--- src/rtl/fetch_sequencer.sv ---
// Instruction fetch sequencer: owns the PC, drives IMEM and feeds decode through a
// one-entry valid/ready slot. Jumps (op 2'b11) are resolved here and never issued.
module fetch_sequencer #(
    parameter int ADDR_W    = 8,
    parameter int MEM_DEPTH = 32,
    parameter int RESET_PC  = 0
) (
    input  logic              clk,
    input  logic              rst,
    output logic [ADDR_W-1:0] imem_addr,
    input  logic [7:0]        imem_data,
    output logic [7:0]        instr,
    output logic [ADDR_W-1:0] instr_pc,
    output logic              instr_valid,
    input  logic              instr_ready,
    input  logic              redirect_valid,
    input  logic [ADDR_W-1:0] redirect_pc,
    input  logic              halt,
    output logic [1:0]        fetch_state,
    output logic [15:0]       issue_count
);

    typedef enum logic [1:0] {
        ST_RESET  = 2'b00,
        ST_RUN    = 2'b01,
        ST_HALTED = 2'b10
    } state_t;

    typedef struct packed {
        logic [7:0]        instr;
        logic [ADDR_W-1:0] pc;
        logic              valid;
    } slot_t;

    // Masking keeps the PC modulo MEM_DEPTH and the upper address bits at zero.
    localparam logic [ADDR_W-1:0] PC_MASK = ADDR_W'(MEM_DEPTH - 1);
    localparam logic [ADDR_W-1:0] PC_INIT = ADDR_W'(RESET_PC) & PC_MASK;

    state_t            state, state_n;
    logic [ADDR_W-1:0] pc, pc_n;
    slot_t             slot, slot_n;
    logic [15:0]       issue_cnt;

    logic              fire, slot_free, is_j;
    logic [ADDR_W-1:0] pc_seq, pc_jmp, pc_redir;

    assign fire      = slot.valid & instr_ready;
    assign slot_free = !slot.valid | instr_ready;
    assign is_j      = (imem_data[7:6] == 2'b11);
    assign pc_seq    = (pc + ADDR_W'(1)) & PC_MASK;
    assign pc_jmp    = (pc + ADDR_W'(1) + ADDR_W'(imem_data[1:0])) & PC_MASK;
    assign pc_redir  = redirect_pc & PC_MASK;

    always_ff @(posedge clk or posedge rst) begin
        if (rst) begin
            state     <= ST_RESET;
            pc        <= PC_INIT;
            slot      <= '0;
            issue_cnt <= '0;
        end else begin
            state     <= state_n;
            pc        <= pc_n;
            slot      <= slot_n;
            if (fire) issue_cnt <= issue_cnt + 16'd1;
        end
    end

    always_comb begin
        state_n      = state;
        pc_n         = pc;
        slot_n       = slot;
        // A completed handshake empties the slot unless a new fetch refills it below.
        slot_n.valid = slot.valid & !instr_ready;
        case (state)
            ST_RESET: state_n = halt ? ST_HALTED : ST_RUN;
            ST_RUN: begin
                if (redirect_valid) begin
                    pc_n         = pc_redir;
                    slot_n.valid = 1'b0;
                end else if (halt) begin
                    state_n = ST_HALTED;
                end else if (slot_free) begin
                    if (is_j) begin
                        pc_n = pc_jmp;
                    end else begin
                        slot_n.instr = imem_data;
                        slot_n.pc    = pc;
                        slot_n.valid = 1'b1;
                        pc_n         = pc_seq;
                    end
                end
            end
            ST_HALTED: begin
                if (redirect_valid) begin
                    pc_n         = pc_redir;
                    slot_n.valid = 1'b0;
                end
                if (!halt) state_n = ST_RUN;
            end
            default: state_n = ST_RESET;
        endcase
    end

    assign imem_addr   = pc;
    assign instr       = slot.instr;
    assign instr_pc    = slot.pc;
    assign instr_valid = slot.valid;
    assign fetch_state = state;
    assign issue_count = issue_cnt;

endmodule

--- config.mk ---
export PLATFORM = sky130hd
export DESIGN_NAME = fetch_sequencer
export DESIGN_NICKNAME = d
export VERILOG_FILES = /design/src/rtl/fetch_sequencer.sv
export SDC_FILE = /design/constraint.sdc
export NUM_CORES = 1
export LEC_CHECK = 0
export CAP_MARGIN = 15
export CORE_UTILIZATION = 45
export DETAILED_ROUTE_END_ITERATION = 8
export GPL_ROUTABILITY_DRIVEN = 0
export PLACE_DENSITY = 0.81
export SETUP_SLACK_MARGIN = 0.02
export SLEW_MARGIN = 20
export SYNTH_ARGS = -nofsm -noshare
export SYNTH_HDL_FRONTEND = slang
export SYNTH_SLANG_ARGS = --single-unit
export TNS_END_PERCENT = 10
--- constraint.sdc ---
create_clock -name clk -period 2.8 [get_ports clk]
set_input_delay 0.56 -clock clk [delete_from_list [all_inputs] [get_ports clk]]
set_output_delay 0.56 -clock clk [all_outputs]
set_load 0.02 [all_outputs]
; Yosys cells after proc, flatten, opt, wreduce, memory -nomap -nowiden
; Index checks and enable logic that the tools add are counted.
[totals]
register_bits = 43
inputBits = 21
word_cells = 48
[classes]
n_addsub = 3
eq_ne = 9
muxes = 17
bitwise = 6
n_reduce_logical = 7
[ops]
columns = op, n
row1 = 8-bit two-way mux, 4
row2 = "16-bit by 1-bit adder with 16-bit output, second input constant", 1
row3 = 8-bit one-hot mux with 2 select lines, 1
row4 = 2-bit two-way mux, 4
row5 = "2-bit != test, second input constant", 4
row6 = "3-bit != test, second input constant", 2
row7 = 2-bit one-hot mux with 3 select lines, 1
row8 = "5-bit by 1-bit adder with 5-bit output, second input constant", 1
row9 = 5-bit by 2-bit adder with 5-bit output, 1
row10 = 1-bit two-way mux, 5
row11 = 5-bit two-way mux, 1
row12 = 5-bit AND reduction, 1
row13 = "2-bit equality test, second input constant", 2
row14 = 4-bit AND reduction, 1
row15 = 1-bit inverter, 3
row16 = 3-bit AND reduction, 1
row17 = 1-bit AND, 2
row18 = "2-bit by 1-bit equality test with 1-bit output, second input constant", 1
row19 = 1-bit logical NOT, 2
row20 = 2-bit logical NOT, 1
row21 = 1-bit one-hot mux with 2 select lines, 1
row22 = 2-bit nonzero test, 1
row23 = 1-bit OR, 1

; Logic depth before layout (Yosys ltp)
; Gate-level depths: netlist of run 1.
[logic_depth]
depth_word = 7
mapped_depth = 8
depth_no_buf = 8

; Least setup slack after synthesis of run 1
; Ideal clock, no wire load.
[synth_path]
path_type = register to register
startpoint = register pc[0] (netlist: imem_addr[0])
endpoint = register pc[3] (netlist: imem_addr[3])
arrival_time_ps = 1961
required_time_ps = 2657
slack_ps = 696
path_stages_with_launch = 8
n_path_buf = 0
path_cell_list = dfrtp_1 ha_1 ha_1 a21oi_1 nor4b_1 or4_1 o22ai_1 a21oi_1
[synth_via]
elab_chain_len = 7
[synth_lines]
columns = item, line
row1 = start: declaration, 40  ; logic [ADDR_W-1:0] pc, pc_n;
row2 = start signal: assignment, 62  ; pc <= pc_n;
row3 = 5-bit by 1-bit adder with 5-bit output *, "50, 51"
row4 = 5-bit by 2-bit adder with 5-bit output, 51  ; assign pc_jmp = (pc + ADDR_W'(1) + ADDR_W'(imem_data[1:0])) & PC_MASK;
row5 = 5-bit two-way mux *, 83  ; if (is_j) begin
row6 = 8-bit two-way mux *, 82  ; end else if (slot_free) begin
row7 = 8-bit two-way mux *, 80  ; end else if (halt) begin
row8 = 8-bit two-way mux *, 77  ; if (redirect_valid) begin
row9 = 8-bit one-hot mux with 2 select lines *, 74  ; case (state)
; Every way passes the cells marked *; elsewhere a longest branch is shown, timed or not. The select of a mux whose other input is x is not followed.
; A chain may end at the register's enable or synchronous reset.

; Final worst setup path of run 1
; Ends and elaborated chain as after synthesis.

==> results.ini, run 1 <==
[timing]
timing.final.crit_share=0.7863
rsz0062_at_grt=no
setup_viol=0
fin_skew_ps=6.695
max_freq_ghz=0.4542
finalHoldViolations=0
drv_slew=0
final.setup.tns_ps=0
period_needed_ps=2202

[clocking]
cts.clk_slew.worst_paths_ps=80
ctsHoldBuffers=0
ctsResizeCount=0
root_buffer=clkbuf_8
cts_buffers=5
h-tree-depth=2
cts_buffer_depth=2
cts_setup_buffers=0
clock-sinks=37
tritoncts=done
clock_latency_ps=300

[layout]
area_growth_pct=36.39
multi_input_area_um2=895.9
drive_above_1_share=0.1234
antenna_cells=0
fin_nets=263
design_area_um2=2570
fillCellCount=330
ff_latch_area_um2=925.9

[global_route]
grt_pass1_wl_um=6361
antenna_found_initial=0
grt-ovfl-total=0
grt_pass1_vias=1407
grt_max_degree=38
gr-usage-all-layers=0.1947

[yosys]
synthFlopType=dfrtp_1
yosys-top-cells-area=dfrtp_1 (49%), mux2_2 (8.4%), xnor2_1 (5.6%), ha_1 (4.6%), nand4_1 (3.0%)
yosysTopAreaCellShare=0.4914
netlist_area_um2=1884
synth_common_cells=dfrtp_1 (37), mux2_2 (14), nand2_1 (12), nor2_1 (12), xnor2_1 (12)
async_reset_ff_frac=1.000
synthCells=174
synth_top_cell_by_area=dfrtp_1
ys_ff_latch=37
yosys_warnings=0
seq_area_frac_synth=0.4914
avgSynthCellArea_um2=10.83
synth_edf_count=0
synth.lib_cells_used.distinct=36
yosysMostFrequentCell=dfrtp_1

[floorplan]
rows=23
ios=64
fp.coreArea_um2=4000
start_util=0.4711
die_x_um=66.71
die_area_um2=4450
die_h_um=66.71

[critical_path]
cpPeakStageDelay_ps=460
start_kind=flip-flop
crit_path_end_kind=flip-flop
r2r_start=imem_addr[0]$_DFFE_PP0P_
reg2reg_to=imem_addr[3]$_DFFE_PP0P_
required_ps=3020
reg2reg_depth=7
crit_type=reg -> reg
crit_path_top_delay_cell=dfrtp_1
cp_data_arrival_time_ps=2420
cp_cell_sequence=ha_1 -> ha_1 -> a21oi_1 -> nor4b_1 -> and3_1 -> a311o_1 -> a21oi_1
rrSetupSlack_ps=600
cp_max_fo=7

[power_and_ir_drop]
combPwrFrac=0.482
sw_frac_of_total=0.3882
vdd_drop_max_mv=0.6390
power_frac_clock=0.167
power.switching_w=0.0009320
leakage_nw=1.120
p_per_area_nw_per_um2=934.2
seq_power_share=0.351
p_int_w=0.001469

[drt]
avgRoutedWirePerCell_um=13.47
vias=1496
vias_per_cell=5.249
highest_layer=met4
ant_nets=0
drc_errors=0
wl_met2_um=1763
wl_met3_um=248
wirelength_um=3838
drt_iter0_markers=81
wl_met1_um=1786
firstDrtPassIters=4

[hold_path]
min_from=issue_count[15]$_DFFE_PP0P_
hold_end=issue_count[15]$_DFFE_PP0P_
hold_path.class=reg -> reg
min_path_cells=1

[place]
placed_cell_area_um2=2474
dpl.hpwl_um=2790
io_buffer_count=54

[run]
cap_violations=0

[run_status]
status=finished clean

[logic make-up after synthesis]
logic type / after synthesis / synth area share
and+or+nand+nor: 58 / 0.1620
xor gates and xnor gates: 16 / 0.07437
muxes: 16 / 0.09429
AOI/OAI and AO/OA: 23 / 0.07570
buffers and inverters: 15 / 0.04316
other: 1 / 0.001990
DFF: 37 / 0.4914
adders and majority gates: 8 / 0.05710
[cells in the final DEF (no fill, tap or decap), types with 2 or more instances in the layout]
master | synthesis | layout
xor2_1 | 4 | 4
inv_1 | 5 | 5
and4_1 | 2 | 2
xnor2_1 | 12 | 12
nor2_1 | 12 | 12
nand3_1 | 9 | 9
mux2i_1 | 2 | 2
and3_1 | 4 | 4
mux2_2 | 14 | 14
nand2b_1 | 2 | 2
dfrtp_1 | 37 | 37
o22ai_1 | 3 | 3
conb_1 | 1 | 6
clkbuf_8 | 0 | 6
clkdlybuf4s50_1 | 0 | 54
o21ai_0 | 3 | 3
buf_4 | 6 | 4
a22oi_1 | 2 | 2
o41ai_1 | 2 | 2
a21oi_1 | 9 | 9
nand4_1 | 9 | 9
ha_1 | 7 | 7
nand2_1 | 12 | 12
[routing by layer]
metal	up-vias	track usage
met3	6	0.06849
met5	-	0
li1	729	-
met1	715	0.2552
met4	0	0.05585
met2	46	0.3018
[metrics by stage]
step	util	std cells	setup slack, ps	total power [W]	hold slack, ps
after floorplan	-	179	695.8	0.001537	577.7
after global placement	0.6184	277	353.2	0.001982	464.3
after detailed placement	0.6184	277	323.1	0.002014	485.2
after CTS	0.6425	285	621.1	0.002416	492.6
after global routing	0.6425	285	435.1	0.002566	498.0
final	0.6425	285	598.3	0.002401	487.1
[final cells by class]
cell class | count | share of cell area
inverters | 5 | 0.007303
repair buffers | 58 | 0.2220
clock inverters | 2 | 0.005355
flip-flops and latches | 37 | 0.3603
multi-input cells | 127 | 0.3486
well taps | 50 | 0.02434
clock buffers | 6 | 0.03213
[critical path, delay by kind of cell (launching register included)]
family	cells	cell delay [ps]
and+or+nand+nor	2	290
AOI/OAI and AO/OA	3	690
DFF	1	460
adders and majority gates	2	670
[state kept, by name (all words and copies together), names as in the netlist]
signal,cells
instr,8
imem_addr,5
fetch_state,2
instr_pc,5
instr_valid,1
issue_count,16
[power by group through the flow]
stage               clock network [W]  logic [W]  registers [W]
CTS                          0.000405    0.00117       0.000846
detailed placement                  0    0.00116       0.000854
finish                       0.000400    0.00116       0.000843
global route                 0.000430    0.00127       0.000870
floorplan                           0   0.000527        0.00101
global placement                    0    0.00114       0.000844
[worst max-delay path by stage]
stage                                   from                  endpoint  slack (ps)  depth (start not counted)
floorplan           imem_addr[0]$_DFFE_PP0P_  imem_addr[3]$_DFFE_PP0P_         700                          7
global placement                imem_data[0]  imem_addr[4]$_DFFE_PP0P_         350                          8
detailed placement              imem_data[0]  imem_addr[4]$_DFFE_PP0P_         320                          8
CTS                 imem_addr[0]$_DFFE_PP0P_  imem_addr[3]$_DFFE_PP0P_         620                          7
global route        imem_addr[0]$_DFFE_PP0P_  imem_addr[3]$_DFFE_PP0P_         440                          7
finish              imem_addr[0]$_DFFE_PP0P_  imem_addr[3]$_DFFE_PP0P_         600                          7
No activity file was read; power rests on OpenSTA's default activity.
==> inputs of run 2 (changes only) <==
==> constraint.sdc (replaced) <==
create_clock -name clk -period 2.18 [get_ports clk]
set_input_delay 0.436 -clock clk [delete_from_list [all_inputs] [get_ports clk]]
set_output_delay 0.436 -clock clk [all_outputs]
set_load 0.02 [all_outputs]
==> run 2 against run 1 <==
Against the previous run: via count grew 4.9%; critical path depth is 2 higher; utilization grew 2.1 points; critical path type unchanged; largest cell class unchanged; highest routed layer unchanged.
==> results.ini, run 2 (same netlist as run 1, synthesis figures left out) <==
[layout]
largest_reg_flops=16  ; unchanged
final_cell_mix=clkdlybuf4s50_1 (54), dfrtp_1 (36), mux2_2 (14)
area_growth_pct=40.84
fillCellCount=340  ; +3.0%
design_area_um2=2654  ; +3.3%
layout_commonest_cell=clkdlybuf4s50_1
drive_above_1_share=0.1653  ; +0.04189
antenna_cells=0  ; unchanged
fin_nets=270  ; +2.7%

[global_route]
grt_pass1_wl_um=6444  ; +1.3%
grt-ovfl-total=0  ; unchanged
grt_max_degree=38  ; unchanged
gr-usage-all-layers=0.1985  ; +0.003804
grt_pass1_vias=1465  ; +4.1%
antenna_found_initial=0  ; unchanged

[timing]
finalHoldViolations=0  ; unchanged
rsz0062_at_grt=no
period_needed_ps=2027  ; -174.6 ps
drv_slew=0  ; unchanged
max_freq_ghz=0.4933  ; +8.6%
fin_skew_ps=4.254  ; -2.441 ps
setup_viol=0  ; unchanged
timing.final.crit_share=0.9299  ; +0.1436
hold_ws_ps=484.5  ; -2.523 ps
final.setup.tns_ps=0  ; unchanged

[clocking]
h-tree-depth=2  ; unchanged
cts_buffers=5  ; unchanged
tritoncts=done
root_buffer=clkbuf_8
clock_latency_ps=290  ; about the same
cts_buffer_depth=2  ; unchanged
cts.clk_slew.worst_paths_ps=80  ; about the same
clock-sinks=37  ; unchanged

[hold_path]
min_path_cells=1  ; unchanged
min_from=issue_count[15]$_DFFE_PP0P_
hold_end=issue_count[15]$_DFFE_PP0P_
hold_path.class=reg -> reg

[critical_path]
reg2reg_depth=9  ; +2
start_kind=flip-flop
reg2reg_to=imem_addr[4]$_DFFE_PP0P_
crit_path_end_kind=flip-flop
required_ps=2400  ; -620 ps
r2r_start=imem_addr[0]$_DFFE_PP0P_
rrSetupSlack_ps=150  ; -450 ps
cp_data_arrival_time_ps=2250  ; -170 ps
cp_max_fo=4  ; -3
crit_type=reg -> reg

[power_and_ir_drop]
power_frac_clock=0.155  ; -0.012
seq_power_share=0.334  ; -0.017
sw_frac_of_total=0.3903  ; +0.002076
p_int_w=0.001959  ; +33%
combPwrFrac=0.511  ; +0.029
power.total_w=0.003212  ; +34%
vdd_drop_max_mv=0.6996  ; +9.5%
leakage_nw=1.156  ; +3.2%
p_per_area_nw_per_um2=1211  ; +30%
power.switching_w=0.001254  ; +35%

[drt]
firstDrtPassIters=4  ; unchanged
vias_per_cell=5.373  ; +2.4%
ant_nets=0  ; unchanged
avgRoutedWirePerCell_um=14.32  ; +6.3%
vias=1569  ; +4.9%
drc_errors=0  ; unchanged
drt_iter0_markers=61  ; -25%
wirelength_um=4181  ; +8.9%

[floorplan]
die_x_um=66.71  ; unchanged
start_util=0.4711  ; unchanged
ios=64  ; unchanged
die_area_um2=4450  ; unchanged
rows=23  ; unchanged
die_h_um=66.71  ; unchanged
fp.coreArea_um2=4000  ; unchanged

[run]
cap_violations=0  ; unchanged

[place]
placed_cell_area_um2=2531  ; +2.3%
io_buffer_count=54  ; unchanged
dpl.hpwl_um=2985  ; +7.0%

[run_status]
status=finished clean

[run 2: cell count changes in the layout (fill, tap and decap cells not counted), sizes merged]
cell    delta
clkinv     +1
clkbuf     -1
buf        +7
[run 2: final cells by class]
| type | instances | area [µm²] | share of cell area |
|---|---|---|---|
| clock buffers | 5 | 68.82 | 0.02593 |
| well taps | 50 | 62.56 | 0.02357 |
| flip-flops and latches | 37 | 927.1 | 0.3494 |
| multi-input cells | 127 | 918.4 | 0.3461 |
| repair buffers | 65 | 635.6 | 0.2395 |
| inverters | 5 | 18.77 | 0.007072 |
| clock inverters | 3 | 22.52 | 0.008487 |
[run 2: worst max-delay path by stage]
stage	to	slack [ps]	from	cells past startpoint
global placement	imem_addr[4]$_DFFE_PP0P_	-140	imem_data[0]	8
finish	imem_addr[4]$_DFFE_PP0P_	150	imem_addr[0]$_DFFE_PP0P_	9
CTS	imem_addr[4]$_DFFE_PP0P_	70	imem_addr[0]$_DFFE_PP0P_	9
detailed placement	imem_addr[4]$_DFFE_PP0P_	-160	imem_data[0]	8
floorplan	imem_addr[3]$_DFFE_PP0P_	80	imem_addr[0]$_DFFE_PP0P_	7
global route	imem_addr[4]$_DFFE_PP0P_	40	imem_addr[0]$_DFFE_PP0P_	9
[run 2: through the flow]
step,instances,utilization,setup slack [ps]
finish,292,0.6634,152.8
global route,292,0.6634,37.68
CTS,291,0.6566,72.59
detailed placement,283,0.6328,-156.8
global placement,283,0.6328,-136.2
floorplan,179,-,75.75
[run 2: what timing repair did]
item                                    4_1_cts  5_1_grt
endpoints found under the setup margin        1        3
gates resized for setup                       1        4
hold buffers                                  0        0
pin swaps                                     0        1
setup buffers                                 0        1
[run 2: power groups by stage]
stage / combinational (W) / sequential [W] / clock, W
6_report: 0.00164 / 0.00107 / 0.000497
4_1_cts: 0.00160 / 0.00107 / 0.000511
3_3_place_gp: 0.00154 / 0.00106 / 0
3_5_place_dp: 0.00157 / 0.00108 / 0
5_1_grt: 0.00178 / 0.00110 / 0.000541
2_1_floorplan: 0.000677 / 0.00130 / 0
[run 2: worst max-delay path: stages (launching register included)]
cell      delay [ps]
dfrtp_2          420
buf_4            140
inv_1             60
ha_2             200
fa_1             360
and3_4           210
o211ai_1         200
and3_1           180
o22ai_1           60
a21oi_1          140
[run 2: routing by layer]
layer / vias up / share of wire / routed length [µm] / GRT usage
met4: 0 / 0.012 / 51 / 0.07979
met1: 764 / 0.42 / 1745 / 0.2313
met3: 6 / 0.059 / 246 / 0.06678
met2: 49 / 0.51 / 2137 / 0.3321
met5: - / 0 / 0 / 0
li1: 750 / - / - / -
